### config.mk
export PLATFORM = sky130hd
export DESIGN_NAME = dmem_arbiter
export DESIGN_NICKNAME = d
export VERILOG_FILES = /design/src/rtl/dmem_arb_pkg.sv /design/src/rtl/dmem_arb_cmd_reg.sv /design/src/rtl/dmem_arbiter.sv
export SDC_FILE = /design/constraint.sdc
export NUM_CORES = 1
export LEC_CHECK = 0
export ABC_AREA = 1
export BUFFER_PORTS_ARGS = -buffer_cell sky130_fd_sc_hd__buf_2
export CORE_AREA = 2 2 106 108
export DETAILED_ROUTE_END_ITERATION = 7
export DIE_AREA = 0 0 108 110
export GPL_TIMING_DRIVEN = 0
export PLACE_DENSITY_LB_ADDON = 0.2
export RECOVER_POWER = 25
export SETUP_SLACK_MARGIN = 0.4
export SYNTH_ARGS = -nofsm -noshare
export SYNTH_HDL_FRONTEND = slang
export SYNTH_SLANG_ARGS = --single-unit
### constraint.sdc
create_clock -name clk -period 3 [get_ports clk]
set_input_delay 0.45 -clock clk [delete_from_list [all_inputs] [get_ports clk]]
set_output_delay 0.45 -clock clk [all_outputs]
set_load 0.02 [all_outputs]
### src/rtl/dmem_arb_pkg.sv
// Shared definitions for the data-memory arbiter: FSM state codes and the owner tag.
// Latency: n/a (definitions only).
// Backpressure: n/a (definitions only).
package dmem_arb_pkg;

    // Arbiter FSM state
    typedef logic arbState_t;
    localparam arbState_t ARB_CPU = 1'b0;
    localparam arbState_t ARB_DMA = 1'b1;

    // Owner of a registered command; also used as the read-return tag
    typedef logic [1:0] owner_t;
    localparam owner_t OWN_NONE = 2'd0;
    localparam owner_t OWN_CPU  = 2'd1;
    localparam owner_t OWN_DMA  = 2'd2;

endpackage

### src/rtl/dmem_arb_cmd_reg.sv
// Registers the winning command onto the data-memory bus and remembers who owns the pending read.
// Latency: command accepted in cycle N appears on mem_* and the read tag in cycle N+1.
// Backpressure: none; accepts a command every cycle, idle cycles drop write enable and hold address/data.
module dmem_arb_cmd_reg
    import dmem_arb_pkg::*;
#(
    parameter int DBITS = 32
) (
    input  logic             clk,
    input  logic             reset,
    input  logic             cmdVld,
    input  logic             cmdWe,
    input  logic [DBITS-1:0] cmdAddr,
    input  logic [DBITS-1:0] cmdWdata,
    input  owner_t           cmdOwner,
    output logic             memWrtEn,
    output logic [DBITS-1:0] memAddr,
    output logic [DBITS-1:0] memDIn,
    output owner_t           rdTag
);

    // Launch the granted command; a reset drops whatever was in flight
    always_ff @(posedge clk or posedge reset) begin
        if (reset) begin
            memWrtEn <= 1'b0;
            memAddr  <= '0;
            memDIn   <= '0;
            rdTag    <= OWN_NONE;
        end else begin
            memWrtEn <= cmdVld & cmdWe;
            rdTag    <= (cmdVld && !cmdWe) ? cmdOwner : OWN_NONE;
            if (cmdVld) begin
                memAddr <= cmdAddr;
                memDIn  <= cmdWdata;
            end
        end
    end

endmodule

### src/rtl/dmem_arbiter.sv
// Arbitrates the single-ported data memory between the CPU memory stage and the DMA/debug loader.
// Latency: grant is combinational in cycle N; mem_* and read data/rvalid follow in cycle N+1.
// Backpressure: a denied requester holds its command until its gnt; the CPU sees cpu_stall while denied.
// Optional starvation guard for the DMA port: define DMEM_ARB_STARVE_GUARD_EN.
module dmem_arbiter
    import dmem_arb_pkg::*;
#(
    parameter int DBITS      = 32,
    parameter int MAX_BURST  = 8,
    parameter int STARVE_LIM = 16
) (
    input  logic             clk,
    input  logic             reset,
    input  logic             cpu_req,
    input  logic             cpu_we,
    input  logic [DBITS-1:0] cpu_addr,
    input  logic [DBITS-1:0] cpu_wdata,
    output logic             cpu_gnt,
    output logic             cpu_stall,
    output logic             cpu_rvalid,
    input  logic             dma_req,
    input  logic             dma_we,
    input  logic [DBITS-1:0] dma_addr,
    input  logic [DBITS-1:0] dma_wdata,
    input  logic             dma_lock,
    output logic             dma_gnt,
    output logic             dma_rvalid,
    output logic [DBITS-1:0] rdata,
    output logic             mem_wrtEn,
    output logic [DBITS-1:0] mem_addr,
    output logic [DBITS-1:0] mem_dIn,
    input  logic [DBITS-1:0] mem_dOut
);

    localparam int BW = $clog2(MAX_BURST + 1);
    // A one-beat burst limit means a lock can never extend ownership
    localparam bit CAN_LOCK = (MAX_BURST > 1);

    if (MAX_BURST < 1 || STARVE_LIM < 1) begin : gBadParams
        $error("dmem_arbiter: MAX_BURST and STARVE_LIM must be >= 1");
    end

    arbState_t       state;
    logic [BW-1:0]   burstCnt;
    logic            cpuGnt;
    logic            dmaGnt;
    logic            starveFire;
    logic            cmdVld;
    owner_t          cmdOwner;
    owner_t          rdTag;

`ifdef DMEM_ARB_STARVE_GUARD_EN
    localparam int WW = $clog2(STARVE_LIM + 1);
    logic [WW-1:0] waitCnt;

    // A DMA request that has waited STARVE_LIM cycles takes one beat from the CPU
    assign starveFire = (state == ARB_CPU) && dma_req && (waitCnt == WW'(STARVE_LIM));

    // Count cycles the DMA request has been refused, saturating at the limit
    always_ff @(posedge clk or posedge reset) begin
        if (reset) begin
            waitCnt <= '0;
        end else if (!dma_req || dmaGnt) begin
            waitCnt <= '0;
        end else if (waitCnt != WW'(STARVE_LIM)) begin
            waitCnt <= waitCnt + 1'b1;
        end
    end
`else
    assign starveFire = 1'b0;
`endif

    // Pick at most one winner: forced DMA beat, locked DMA burst, then CPU, then DMA
    always_comb begin
        cpuGnt = 1'b0;
        dmaGnt = 1'b0;
        if (starveFire) begin
            dmaGnt = 1'b1;
        end else if (state == ARB_DMA && dma_req) begin
            dmaGnt = 1'b1;
        end else if (cpu_req) begin
            cpuGnt = 1'b1;
        end else if (dma_req) begin
            dmaGnt = 1'b1;
        end
    end

    // Ownership FSM: a locked DMA grant opens a burst, bounded by MAX_BURST grants in total
    always_ff @(posedge clk or posedge reset) begin
        if (reset) begin
            state    <= ARB_CPU;
            burstCnt <= '0;
        end else if (state == ARB_CPU) begin
            if (dmaGnt && dma_lock && !starveFire && CAN_LOCK) begin
                state    <= ARB_DMA;
                burstCnt <= BW'(1);
            end
        end else begin
            if (!dmaGnt || !dma_lock || burstCnt == BW'(MAX_BURST - 1)) begin
                state    <= ARB_CPU;
                burstCnt <= '0;
            end else begin
                burstCnt <= burstCnt + 1'b1;
            end
        end
    end

    assign cmdVld   = cpuGnt | dmaGnt;
    assign cmdOwner = dmaGnt ? OWN_DMA : (cpuGnt ? OWN_CPU : OWN_NONE);

    dmem_arb_cmd_reg #(.DBITS(DBITS)) uCmdReg (
        .clk      (clk),
        .reset    (reset),
        .cmdVld   (cmdVld),
        .cmdWe    (dmaGnt ? dma_we : cpu_we),
        .cmdAddr  (dmaGnt ? dma_addr : cpu_addr),
        .cmdWdata (dmaGnt ? dma_wdata : cpu_wdata),
        .cmdOwner (cmdOwner),
        .memWrtEn (mem_wrtEn),
        .memAddr  (mem_addr),
        .memDIn   (mem_dIn),
        .rdTag    (rdTag)
    );

    assign cpu_gnt    = cpuGnt;
    assign dma_gnt    = dmaGnt;
    assign cpu_stall  = cpu_req & ~cpuGnt;
    assign cpu_rvalid = (rdTag == OWN_CPU);
    assign dma_rvalid = (rdTag == OWN_DMA);
    assign rdata      = mem_dOut;

endmodule

# Word-level counts from Yosys, hierarchy flattened
# Cells that the tools add are included.
classes:
  n_eq_ne: 3
  n_addsub: 1
  mux: 17
  reduce_logical: 9
  bitwise_logic: 4
ops:
  columns: ["op", "count"]
  rows:
  - ["two-way mux 32 bit", 2]
  - ["two-way mux 4 bit", 3]
  - ["two-way mux 1 bit", 10]
  - ["adder 4 x 1 -> 4 bit (second input constant)", 1]
  - ["== test 4 x 3 -> 1 bit (second input constant)", 1]
  - ["two-way mux 2 bit", 2]
  - ["logical AND 1 bit", 3]
  - ["logical NOT 1 bit", 3]
  - ["bitwise AND 1 bit", 2]
  - ["== test 2 x 1 -> 1 bit (second input constant)", 1]
  - ["== test 2 bit (second input constant)", 1]
  - ["logical OR 1 bit", 2]
  - ["nonzero test 2 bit", 1]
  - ["NOT 1 bit", 1]
  - ["OR 1 bit", 1]
totals:
  input_bits: 167
  reg_bits: 72
  output_inout_bits: 102

# Logic depth before layout (Yosys ltp)
# Gate-level depths: netlist of the first run.
depth:
  word_depth: 8
  ltp_mapped: 10

# Modules after synthesis
# A second synthesis of the first run with hierarchy kept.
hier_totals:
  hier_cells: 567
  hier_area_um2: 3918.8
by_module_without_submodules:
  columns: ["mod", "cells_per_inst", "seq_area_each_um2", "area_each_um2", "instances"]
  rows:
  - ["dmem_arb_cmd_reg", 282, 1676.6, 2527.4, 1]
  - ["dmem_arbiter", 285, 125.1, 1391.3, 1]

# Least setup slack after synthesis of the first run
# Ideal clock, no wire load.
synth_timing:
  path_type: "reg-to-reg"
  startpoint: "register state"
  endpoint: "register uCmdReg.memAddr[26]"
  setup_ns: 0.126
  setup_slack_ns: 1.672
  required_time_ns: 2.874
  stages_incl_launch_ff: 10
  t_arrival_ns: 1.202
  path_buffers: 3
  path_cell_list: "dfrtp_1 > buf_2 > nand2_1 > nand2_1 > nand2_4 > inv_2 > buf_6 > buf_4 > nand2_1 > o21ai_0"
synth_between:
  elab_chain_cells: 3
  word_cells_on_any_way: 5
synth_rtl:
  columns: ["element", "line_no", "rtl"]
  rows:
  - ["start, declared", "dmem_arbiter.sv:43", "arbState_t state;"]
  - ["start signal, assigned", "dmem_arbiter.sv:91", "state <= ARB_CPU;"]
  - ["start signal, assigned", "dmem_arbiter.sv:95", "state <= ARB_DMA;"]
  - ["start signal, assigned", "dmem_arbiter.sv:100", "state <= ARB_CPU;"]
  - ["logical AND 1 bit *", "dmem_arbiter.sv:79", "end else if (state == ARB_DMA && dma_req) begin"]
  - ["two-way mux 1 bit", "dmem_arbiter.sv:79", null]
  - ["two-way mux 32 bit / OR 1 bit (equally long branches)", "dmem_arbiter.sv:116, dmem_arbiter.sv:108", null]
  - ["end signal, assigned", "dmem_arb_cmd_reg.sv:33", "memAddr <= cmdAddr;"]
  - ["end, declared", "dmem_arb_cmd_reg.sv:17", "output logic [DBITS-1:0] memAddr,"]
# Mark *: on every way between the ends. The rest lies on a longest branch, timed or not.
# A chain may end at the register's enable or synchronous reset.

# Final worst setup path of the first run
layout_timing:
  startpoint: "register state"
  endpoint: "output port cpu_gnt"
layout_between:
  elab_chain_cells: 2
layout_rtl:
  columns: ["element", "line_no", "rtl"]
  rows:
  - ["logical AND 1 bit", "dmem_arbiter.sv:79", null]
  - ["two-way mux 1 bit", "dmem_arbiter.sv:79", null]
  - ["end, declared", "dmem_arbiter.sv:18", "output logic cpu_gnt,"]
# Every way passes these cells.

==> results by stage, run 1 <==
Worst setup path:
- For the worst flop-to-flop path, the logic depth is 10.
- The standard cell with the maximum stage delay on the critical path is sky130_fd_sc_hd__dfrtp_1.
- The register-to-register path setup slack is 1.41 ns.
- The critical path ends at cpu_gnt.
- The delay contributed by the slowest stage of the critical path is 0.36 ns.
- The worst register-to-register path begins at state.
- In this run the worst setup path begins at state.
- The signal on the critical path passes through buf_2 > nand2_1 > nand2_1 > inv_1 > buf_2.
- The worst register-to-register path ends at uCmdReg.memAddr[16].
- The worst setup path is captured at a primary output.
- The setup path with the least slack is of type reg -> out.
- STA classifies the critical path startpoint as a register.
- Data on the critical path arrives at its endpoint at 1.34 ns.
- The highest net fanout along the worst path is 8.
- The data required time at the worst endpoint is 2.55 ns.

Timing:
- The final setup violation count is 0.
- The period utilization is 59.8%.
- The hold slack is 0.266 ns.
- In this run the tightest slew margin relative to its limit is 61.2%.
- The count of pins over their slew limit is 0.
- For the pin with the worst max-slew slack, the measured transition is 0.579 ns.
- Static timing analysis puts the maximum clock frequency at 557 MHz.
- The final count of hold timing violations is 0.
- Setup repair after global routing left no endpoint under its margin.
- The clock arrives with 0.0110 ns of skew.
- The post-layout minimum cycle time is 1.79 ns.

Route:
- In the final routed layout, each cell accounts on average for 12.7 µm.
- The first detailed-routing pass took 5 iterations.
- For this block, the routed nets add up to 12000 µm of wire.
- The detailed-route vias per instance is 4.45.
- In the routed design, unresolved DRC markers number 0.
- The antenna violation net count after detailed routing is 0.
- For this block, the initial DRC count from the detailed router was 324.
- The routed via count is 4230.

Finish:
- The final non-filler cell area is 5470 µm².
- The antenna diode instance count is 0.
- Relative to the synthesized area, the layout overhead comes to 39.2%.
- The final layout net count is 975.
- The utilization after layout is 51.1%.
- After the flow finishes, the layout carries non-filler instances totaling 951.
- The post-route netlist has 34.4% of its cells at a drive strength greater than 1.

Yosys:
- The post-synthesis instance area is 3930 µm².
- The count of distinct cell types in the synthesized netlist is 18.
- Counting every instance in the synthesized netlist gives 558.
- The number of warnings issued by yosys is 0.
- When the netlist entered floorplanning its net count stood at 726.
- Each instance of the synthesized netlist takes up on average 7.05 µm².
- After synthesis the netlist holds a flip-flop and latch count of 72.
- The sequential area share after synthesis is 45.8%.

Place:
- The final weighted congestion of routability-driven global placement is 0.800.
- During placement, the flow inserted port buffers numbering 236.
- The number of cells after detailed placement is 935.
- The placed wire-length estimate after detailed placement is 9360 µm.
- After detailed placement, the total cell area comes to 5320 µm².

GRT:
- The global route total overflow is 0.
- Entering global routing, the biggest net connects 63 pins.
- Global routing used 19.5% of the available tracks.
- The first global-routing pass estimated 17800 µm of wire.
- The initial antenna violation count is 0.
- The number of global-route vias before repair is 3796.

Min path:
- The worst min-delay path category is in -> reg.
- The number of cells on the worst hold path is 2.
- The worst hold path begins at dma_we.

Floorplan:
- The die span in x is 108 µm.
- The number of I/O pins is 269.
- The number of rows created at floorplan is 38.
- The floorplan step defined a core boundary enclosing 10700 µm².
- The area enclosed by the die boundary is 11900 µm².
- The height of the chip is 110 µm.
- The starting density of the core is 36.7%.

Clocking:
- The TritonCTS clock tree is done.
- In this run the clock root is driven by a sky130_fd_sc_hd__clkbuf_8.
- The post-CTS clock slew at the launch and capture registers of the worst setup and hold paths is 0.08 ns.
- CTS saw 72 sinks.
- Counting the buffers created by CTS gives 9.
- The later pin in the worst-skew pair is clocked with a latency of 0.35 ns.
- The level count of the clock H-tree is 3.
- The maximum buffer depth of the clock tree is 2.

Power and ir drop:
- Power comes to 0.00273 W.
- Dividing total power by cell area gives a power density of 498 nW/µm².
- The worst IR drop on VDD is 213 µV.
- The total leakage power is 3.29 nW.

Flow run:
- The number of max-cap violations is 0.

Run status:
- The flow ran to the end, and the final reports show no timing, DRC or antenna violations.
[how the worst min path moves through the flow]
stage	slack [ns]	to
floorplan	0.49	burstCnt[3]
global placement	0.46	uCmdReg.memDIn[23]
detailed placement	0.37	uCmdReg.memDIn[8]
CTS	0.24	uCmdReg.rdTag[1]
global route	0.27	uCmdReg.rdTag[1]
finish	0.27	uCmdReg.rdTag[1]
[layout by cell type (no fill, tap or decap), types with 2 or more instances in the layout]
cell and n:
sky130_fd_sc_hd__nand2_1 200, sky130_fd_sc_hd__buf_2 220, sky130_fd_sc_hd__nand2_4 2, sky130_fd_sc_hd__a21oi_1 4, sky130_fd_sc_hd__clkbuf_8 10, sky130_fd_sc_hd__buf_4 38, sky130_fd_sc_hd__buf_6 2, sky130_fd_sc_hd__inv_1 70
sky130_fd_sc_hd__dfrtp_1 72, sky130_fd_sc_hd__nor2_1 74, sky130_fd_sc_hd__nand3_1 5, sky130_fd_sc_hd__o21ai_0 15, sky130_fd_sc_hd__clkinv_2 3, sky130_fd_sc_hd__clkbuf_1 36, sky130_fd_sc_hd__o21ai_1 51
[worst max-delay path, delay by kind of cell, from the launching register on]
kind	cells	cell delay [ns]
buffers and inverters	3	0.40
flip-flops	1	0.36
AND/OR/NAND/NOR	2	0.23
[power by group]
| group | internal (W) | total (W) | switching, W | leakage, nW |
|---|---|---|---|---|
| clock | 0.000398 | 0.000756 | 0.000358 | 0.0989 |
| combinational | 0.000302 | 0.000798 | 0.000496 | 2.32 |
| sequential | 0.00110 | 0.00117 | 0.0000738 | 0.863 |
[registers in the layout, indices dropped and copies added (netlist names)]
name              cells
uCmdReg.rdTag         2
uCmdReg.memDIn       32
state                 1
burstCnt              4
uCmdReg.memAddr      32
uCmdReg.memWrtEn      1
[final cells by class]
class	instances	area (µm²)
clock buffers	11	141
multi-input cells	355	1460
well taps	140	175
fillers	1085	5230
plain buffers	59	400
flip-flops and latches	72	1800
inverters	72	272
clock inverters	4	45.0
repair buffers	238	1180
[metrics by stage]
stage / setup slack [ns] / setup TNS, ns
floorplan: 0.725 / 0
global placement: -0.286 / -20.36
detailed placement: 1.31 / 0
CTS: 1.18 / 0
global route: 1.07 / 0
finish: 1.21 / 0
[what timing repair did]
action	in CTS	in global routing
gates resized for setup	0	0
buffers inserted	0	0
hold buffers	1	0
hold endpoints to repair	10	0
[layer usage]
| layer | global-route usage (%) | share of wire (%) | wire [µm] | vias to the layer above |
|---|---|---|---|---|
| li1 | - | - | - | 2129 |
| met1 | 23.8 | 40 | 4870 | 1908 |
| met2 | 33.7 | 51 | 6100 | 174 |
| met3 | 3.00 | 6.7 | 810 | 19 |
| met4 | 9.34 | 2.2 | 268 | 0 |
| met5 | 0 | 0 | 0 | - |
[kinds of logic after synthesis]
kind of cell | count (synthesis) | share of synthesized area (%)
AOI/OAI and AO/OA | 70 | 8.91
and+or+nand+nor | 283 | 27.7
adders and majority gates | 1 | 0.318
xor gates and xnor gates | 1 | 0.223
DFF | 72 | 45.8
buffers and inverters | 131 | 17.1
[synth_stat cells, drive strengths merged]
cell    number  area [µm²]
xor2         1        8.76
nand3        5        25.0
nor2        74         278
a21oi        4        20.0
clkbuf       2        7.51
buf         57         393
ha           1        12.5
nand4        1        6.26
o21ai       66         330
inv         72         270
nand2      202         773
nor3         1        5.00
dfrtp       72        1800
No activity file was read; power rests on OpenSTA's default activity.
==> run 2, diff against run 1 <==
--- a/config.mk
+++ b/config.mk
@@ -7,9 +7,9 @@
 export LEC_CHECK = 0
 export ABC_AREA = 1
 export BUFFER_PORTS_ARGS = -buffer_cell sky130_fd_sc_hd__buf_2
-export CORE_AREA = 2 2 106 108
+export CORE_MARGIN = 2
+export CORE_UTILIZATION = 38
 export DETAILED_ROUTE_END_ITERATION = 7
-export DIE_AREA = 0 0 108 110
 export GPL_TIMING_DRIVEN = 0
 export PLACE_DENSITY_LB_ADDON = 0.2
 export RECOVER_POWER = 25
==> constraint.sdc (replaced) <==
create_clock -name clk -period 1.6 [get_ports clk]
set_input_delay 0.24 -clock clk [delete_from_list [all_inputs] [get_ports clk]]
set_output_delay 0.24 -clock clk [all_outputs]
set_load 0.02 [all_outputs]
==> run 2 against run 1 <==
  * Sequential power rose by 90%
  * Cell count rose by 1.5%
  * Routed wire length rose by 3.1%
  * Core utilization rose by 9.2 points
  * Non-clock buffer count rose by 19
  * Critical path type unchanged
  * Largest cell class is now buffers
==> results by stage, run 2 (synthesis gave the netlist of run 1 again) <==
Clocking:
- The level count of the clock H-tree is 3.
- The post-CTS clock slew at the launch and capture registers of the worst setup and hold paths is 0.07 ns.
- The buffer cell driving the clock tree root is sky130_fd_sc_hd__clkbuf_8.
- The TritonCTS clock tree is done.
- Counting every sink on the clock net gives 72.
- The clock buffer count from CTS is 9.
- Counting along the longest clock path gives a buffer depth of 2.
- The clock latency at the later pin of the worst-skew pair is 0.35 ns.

Floorplan:
- The number of rows created at floorplan is 37.
- For this configuration, the core starts out at a cell density of 38.6%.
- 269 I/O pins were placed.
- The die covers 11200 µm².
- The die span in x is 106 µm.
- The height of the chip is 106 µm.
- The region available for standard cell placement spans 10200 µm².

Route:
- The mean routed wirelength per cell is 12.9 µm.
- Once detail routing completed, the nets flagged for antenna violations numbered 0.
- The first routing iteration left 133 violations.
- The total wire length is 12400 µm.
- The final route contains 4376 vias.
- After detailed routing, the number of vias per cell comes to 4.53.
- The count of TritonRoute iterations in the first routing pass is 6.
- The number of remaining DRC errors is 0.

Timing:
- The hold slack is 0.0510 ns.
- Dividing the final minimum period by the clock period gives 90.1%.
- Setup violations remaining at the end of the flow were counted as 0.
- The highest achievable clock rate is 694 MHz.
- For the finished layout, the period the worst path requires is 1.44 ns.
- Setup repair after global routing could not meet its margin everywhere.
- The maximum clock skew at final layout is 0.00452 ns.
- The remaining max-slew budget at the tightest pin is 62.0%.
- The slew of the pin with the lowest slew margin is 0.568 ns.
- The count of pins over their slew limit came to 0.
- The final count of hold timing violations was 0.
- Across all setup checks in the final design, the least slack found is 0.159 ns.

Min path:
- The start point of the worst min-delay path is dma_we.
- The min-delay analysis places its worst path in the category in -> reg.
- The number of cells on the worst hold path is 2.
- The worst hold path terminates at uCmdReg.rdTag[1].

Worst setup path:
- The worst setup path is launched from a register.
- The signal on the critical path passes through buf_6 > nand2_4 > nand2_4 > inv_2 > buf_6.
- The worst flop-to-flop path endpoint is uCmdReg.memAddr[16].
- The data required time at the worst endpoint is 1.36 ns.
- The standard cell with the maximum stage delay on the critical path is sky130_fd_sc_hd__dfrtp_1.
- The worst setup path is of the reg -> out kind.
- The data arrival time of the critical path is 1.20 ns.
- In this run the critical register-to-register path is launched from state.
- The family with the most delay on the worst path is flip-flops.
- The highest net fanout along the worst path is 3.
- In this run the register-to-register setup slack is 0.17 ns.
- The path depth of the worst reg2reg path is 10.
- The critical path contains buffers and inverters numbering 3 combined.
- STA classifies the critical path endpoint as a primary output.
- In this design, the stage delay of the slowest critical-path cell is 0.38 ns.

GRT:
- For this run the aggregate overflow at the end of global routing stands at 0.
- The first global-routing pass estimated 19000 µm of wire.
- The number of global-route vias before repair was 4197.
- The aggregate global-route resource usage is 21.3%.
- The initial antenna violation count is 0.
- The largest net degree at the start of global routing is 28.

Run status:
- The flow ran to the end, and the final reports show no timing, DRC or antenna violations.

Finish:
- The largest registers in the layout are uCmdReg.memAddr (32), uCmdReg.memDIn (32), burstCnt (4).
- The proportion of layout cells with a drive suffix above 1 is 44.1%.
- The leading cell type in the layout, fill and taps excluded is sky130_fd_sc_hd__buf_2.
- After the last flow step, the layout net total stands at 994.
- Leaving out fill and tap cells, the most frequent cells in the layout are sky130_fd_sc_hd__buf_2, sky130_fd_sc_hd__nand2_1, sky130_fd_sc_hd__dfrtp_1, sky130_fd_sc_hd__nor2_1, sky130_fd_sc_hd__inv_1.
- Cells fill 60.3% of the core in the end.
- The area growth from synthesis to layout is 56.3%.
- The antenna diode instance count is 0.
- The number of cells in the finished layout apart from fillers is 965.

Power and ir drop:
- After layout, the design draws a total of 0.00526 W.
- The power density over the cells is 856 nW/µm².
- The analysis attributes to cell leakage a power of 3.59 nW.
- VDD sags by at most 326 µV.

Place:
- Once detailed placement completed, the half-perimeter wirelength came to 9040 µm.
- The number of cells after detailed placement is 932.
- Routability-driven placement finished with a final weighted congestion of 0.833.
- Prior to clock tree synthesis, the placed netlist has a worst setup slack of 0.0458 ns.
- During placement, the flow inserted port buffers numbering 236.

Flow run:
- Across the run, the number of max-cap violations was 0.
-- run 2: worst reg2reg max path, delay by kind of cell (launching register included) --
family          cells  cell delay [ns]
compound gates      1             0.06
buf+inv             5             0.55
flops               1             0.34
simple gates        4             0.35
-- run 2: layout make-up --
class                      count  area, µm²
timing repair buffer         257       1470
buffer                        59        519
tap                          136        170
multi-input combinational    355       1750
sequential                    72       1800
fill                         985       4040
clock inverter                 1       5.00
inverter                      72        289
clock buffer                  13        149
-- run 2: power by group --
group	switching (W)	leakage [nW]	internal [W]
clock	0.000646	0.0794	0.000588
combinational	0.00104	2.64	0.000762
sequential	0.000163	0.863	0.00206
total	0.00185	3.59	0.00341
-- run 2: how the worst max path moves through the flow --
stage	endpoint	depth (start not counted)	slack (ns)	from
final	cpu_gnt	5	0.16	state
after global routing	uCmdReg.memDIn[12]	10	0.11	state
after CTS	cpu_gnt	5	0.17	state
after detailed placement	uCmdReg.memAddr[16]	10	0.05	state
after global placement	uCmdReg.memDIn[29]	2	-0.02	reset
after floorplan	uCmdReg.memAddr[11]	10	0.34	state
-- run 2: what timing repair did --
item / CTS / global route
pin swaps: 3 / 3
gates cloned: 1 / 5
resized for setup: 49 / 83
setup endpoints to repair: 74 / 76
setup buffers: 7 / 5
hold endpoints to repair: 21 / 0
hold buffers: 1 / 0
-- run 2: per-layer routing --
layer  wire length (µm)  GRT usage [%]
met2               6680           39.6
met1               4790           23.9
met5                  0              0
met4                210           7.42
met3                748           4.39
-- run 2: stage by stage --
stage	TNS (ns)	instance area, µm²
5_1_grt	0	6150
4_1_cts	0	5750
6_report	0	6150
3_3_place_gp	-0.926	5310
2_1_floorplan	0	3960
3_5_place_dp	0	5360
==> run 3, diff against run 2 <==
==> constraint.sdc (replaced) <==
create_clock -name clk -period 1.6 [get_ports clk]
set_input_delay 0.24 -clock clk [delete_from_list [all_inputs] [get_ports clk]]
set_output_delay 0.24 -clock clk [all_outputs]
set_load 0.01 [all_outputs]
==> run 3 against run 2 <==
  * Critical path type is now reg -> reg
  * Critical endpoint is now uCmdReg.memAddr[9]
  * Sequential cell count unchanged
  * Routed wire length grew 2.6%
  * Non-clock buffer count rose by 6
  * Clock power increased by 20%
  * First-iteration DRC count grew 51%
  * Global-route usage grew 0.23 points
  * Cell count is 0.83% higher
  * Die area did not move
  * Sequential power barely moved
  * Worst setup slack gained 0.011 ns
  * Core utilization rose by 2.0 points
  * Hold slack improved by 0.019 ns
==> results by stage, run 3 (synthesis gave the netlist of run 1 again) <==
Route:
- The met3 routed wirelength is 718 µm.
- Signal routing reaches up to met4.
- The final layout contains routed wiring with a total length of 12700 µm.
- The antenna violation net count after detailed routing is 0.
- Dividing the detail-routed via count by the number of cells gives 4.48.
- Before antenna repair, the detailed router went through 4 iterations.
- The routed via count is 4362.
- The mean routed wirelength per cell is 13.1 µm.
- In this run, the number of DRC markers left after iteration 0 of detailed routing was 201.
- In the final routing, the length of wire on met1 measures 5220 µm.
- The total length of routed met2 wires is 6570 µm.
- The number of remaining DRC errors is 0.

Clocking:
- The clock net in this run drives a total of 72 sinks.
- The clock passes through at most 2 buffers.
- TritonCTS built the clock tree.
- The clock buffer count from CTS is 9.
- The root buffer cell chosen for the clock tree is sky130_fd_sc_hd__clkbuf_8.
- The post-CTS clock slew at the launch and capture registers of the worst setup and hold paths is 0.07 ns.
- The clock latency at the later pin of the worst-skew pair is 0.35 ns.
- The level count of the clock H-tree is 3.

Timing:
- The slew of the pin with the lowest slew margin is 1.04 ns.
- The count of pins over their slew limit came to 0.
- The final count of hold timing violations is 0.
- The highest achievable clock rate is 699 MHz.
- The remaining max-slew budget at the tightest pin is 30.3%.
- Setup repair after global routing could not meet its margin everywhere.
- The smallest clock period supported by the final layout is computed as 1.43 ns.
- The final setup violation count is 0.
- Across the routed clock network, the largest skew measured is 0.00741 ns.
- The tightest hold path in the finished design has a slack of 0.0697 ns.
- Of the available clock period, the critical path in the final layout requires 89.4%.

Min path:
- The worst min-delay path category is in -> reg.
- The worst hold path begins at dma_we.

Worst setup path:
- Along the worst path, the maximum fanout reaches 8.
- The launch point of the worst path is state.
- The source of the worst register-to-register timing path is state.
- The kind of capture point of the worst setup path is a register.
- STA classifies the critical path startpoint as a register.
- The kind of critical path is reg -> reg.
- STA puts the critical path data arrival time at 1.70 ns.
- The data required time at the worst endpoint is 1.87 ns.

Finish:
- The synthesis-to-finish area growth is 61.5%.
- The top cell types in the final layout, fill and taps aside, are sky130_fd_sc_hd__buf_2, sky130_fd_sc_hd__nand2_1, sky130_fd_sc_hd__dfrtp_1, sky130_fd_sc_hd__inv_1, sky130_fd_sc_hd__o21ai_1.
- The proportion of layout cells with a drive suffix above 1 is 44.2%.
- The antenna diode instance count is 0.
- The final layout contains 1000 nets.
- The largest registers in the layout are uCmdReg.memAddr (32), uCmdReg.memDIn (32), burstCnt (4).
- Leaving out fill and tap cells, the most frequent cell in the layout is sky130_fd_sc_hd__buf_2.
- The finished cells cover 6350 µm².

GRT:
- The initial antenna violation count is 0.
- The global-route wire length before repair is 19000 µm.
- The largest net degree at the start of global routing is 31.
- The number of global-route vias before repair is 4021.
- After global routing the overflow that remains totals 0.
- The aggregate global-route resource usage is 21.5%.

Run status:
- The flow ran to the end, and the final reports show no timing, DRC or antenna violations.

Place:
- In this run the tool buffered the top-level ports with 236 buffer cells.
- In this run the cell area measured after placement is 5360 µm².
- The wire-length estimate of the detail-placed layout is 9120 µm.
- The congestion estimate from routability-driven global placement came to 0.823.

Floorplan:
- The area inside the core boundary is 10200 µm².
- The floorplan has 37 rows.
- Pin placement for this block handled 269 I/O pins.
- The starting density of the core is 38.6%.
- The area enclosed by the die boundary is 11200 µm².
- The die span in x is 106 µm.
- The height of the chip is 106 µm.

Power and ir drop:
- The combinational fraction of design power is 30.9%.
- VDD sags by at most 456 µV.
- The share of total power dissipated in the clock network is 27.7%.
- The fraction of power spent switching nets is 30.9%.
- The total leakage power is 3.62 nW.
- The part of the total power dissipated in sequential elements is 41.3%.
- The internal portion of the total power is 0.00366 W.
- Summed over all nets, the switching power comes to 0.00164 W.
- The power density over the cells is 835 nW/µm².

Flow run:
- Across the run, the number of max-cap violations was 0.
[run 3: critical path, cell delays in order (launching register included)]
cell                        delay, ns
sky130_fd_sc_hd__dfrtp_1         0.38
sky130_fd_sc_hd__buf_6           0.13
sky130_fd_sc_hd__inv_4           0.05
sky130_fd_sc_hd__nand2_4         0.06
sky130_fd_sc_hd__nand2_8         0.12
sky130_fd_sc_hd__buf_12          0.12
sky130_fd_sc_hd__buf_12          0.15
sky130_fd_sc_hd__clkbuf_16       0.17
sky130_fd_sc_hd__nor2_2          0.04
sky130_fd_sc_hd__o21ai_1         0.12
[run 3: power groups by stage]
| stage | combinational, W | clock, W | sequential (W) |
|---|---|---|---|
| after global routing | 0.00180 | 0.00157 | 0.00222 |
| after global placement | 0.00130 | 0 | 0.00221 |
| after detailed placement | 0.00133 | 0 | 0.00222 |
| after CTS | 0.00150 | 0.00149 | 0.00219 |
| final | 0.00164 | 0.00147 | 0.00219 |
| after floorplan | 0.000599 | 0 | 0.00233 |
[run 3: per-layer routing]
layer,vias up,GRT usage (%)
met2,162,39.0
met3,17,3.40
li1,2185,-
met1,1998,25.2
met4,0,8.74
met5,-,0
[run 3: worst paths after layout]
path	cells after the start	to	slack, ns
worst max-delay path	9	uCmdReg.memAddr[9]	0.17
worst min-delay path	2	uCmdReg.rdTag[1]	0.07
worst max register to register	9	uCmdReg.memAddr[9]	0.17
worst min register to register	2	uCmdReg.memAddr[20]	0.48
max in group asynchronous	4	uCmdReg.memAddr[7]	0.31
min in group asynchronous	3	uCmdReg.memDIn[5]	0.63
[run 3: layout make-up]
type | count | area, µm²
well taps | 136 | 170
flip-flops and latches | 72 | 1800
repair buffers | 263 | 1600
multi-input cells | 355 | 1700
clock buffers | 13 | 159
clock inverters | 3 | 40.0
fillers | 940 | 3840
plain buffers | 59 | 597
inverters | 72 | 279
[run 3: timing repair]
action	in CTS	in global routing
hold buffers	1	0
resized for setup	67	83
endpoints found under the hold margin	19	0
cloned	4	6
setup endpoints to repair	73	77
pin swaps	7	50
buffers inserted	10	4
[run 3: metrics by stage]
stage	worst slack (ns)	instances	utilization, %	TNS (ns)	power [W]
global placement	-0.0148	930	52.2	-0.867	0.00351
CTS	0.194	963	58.6	0	0.00518
global route	0.104	973	62.3	0	0.00558
detailed placement	-0.00265	932	52.6	-0.00265	0.00355
floorplan	0.343	558	-	0	0.00293
finish	0.170	973	62.3	0	0.00530
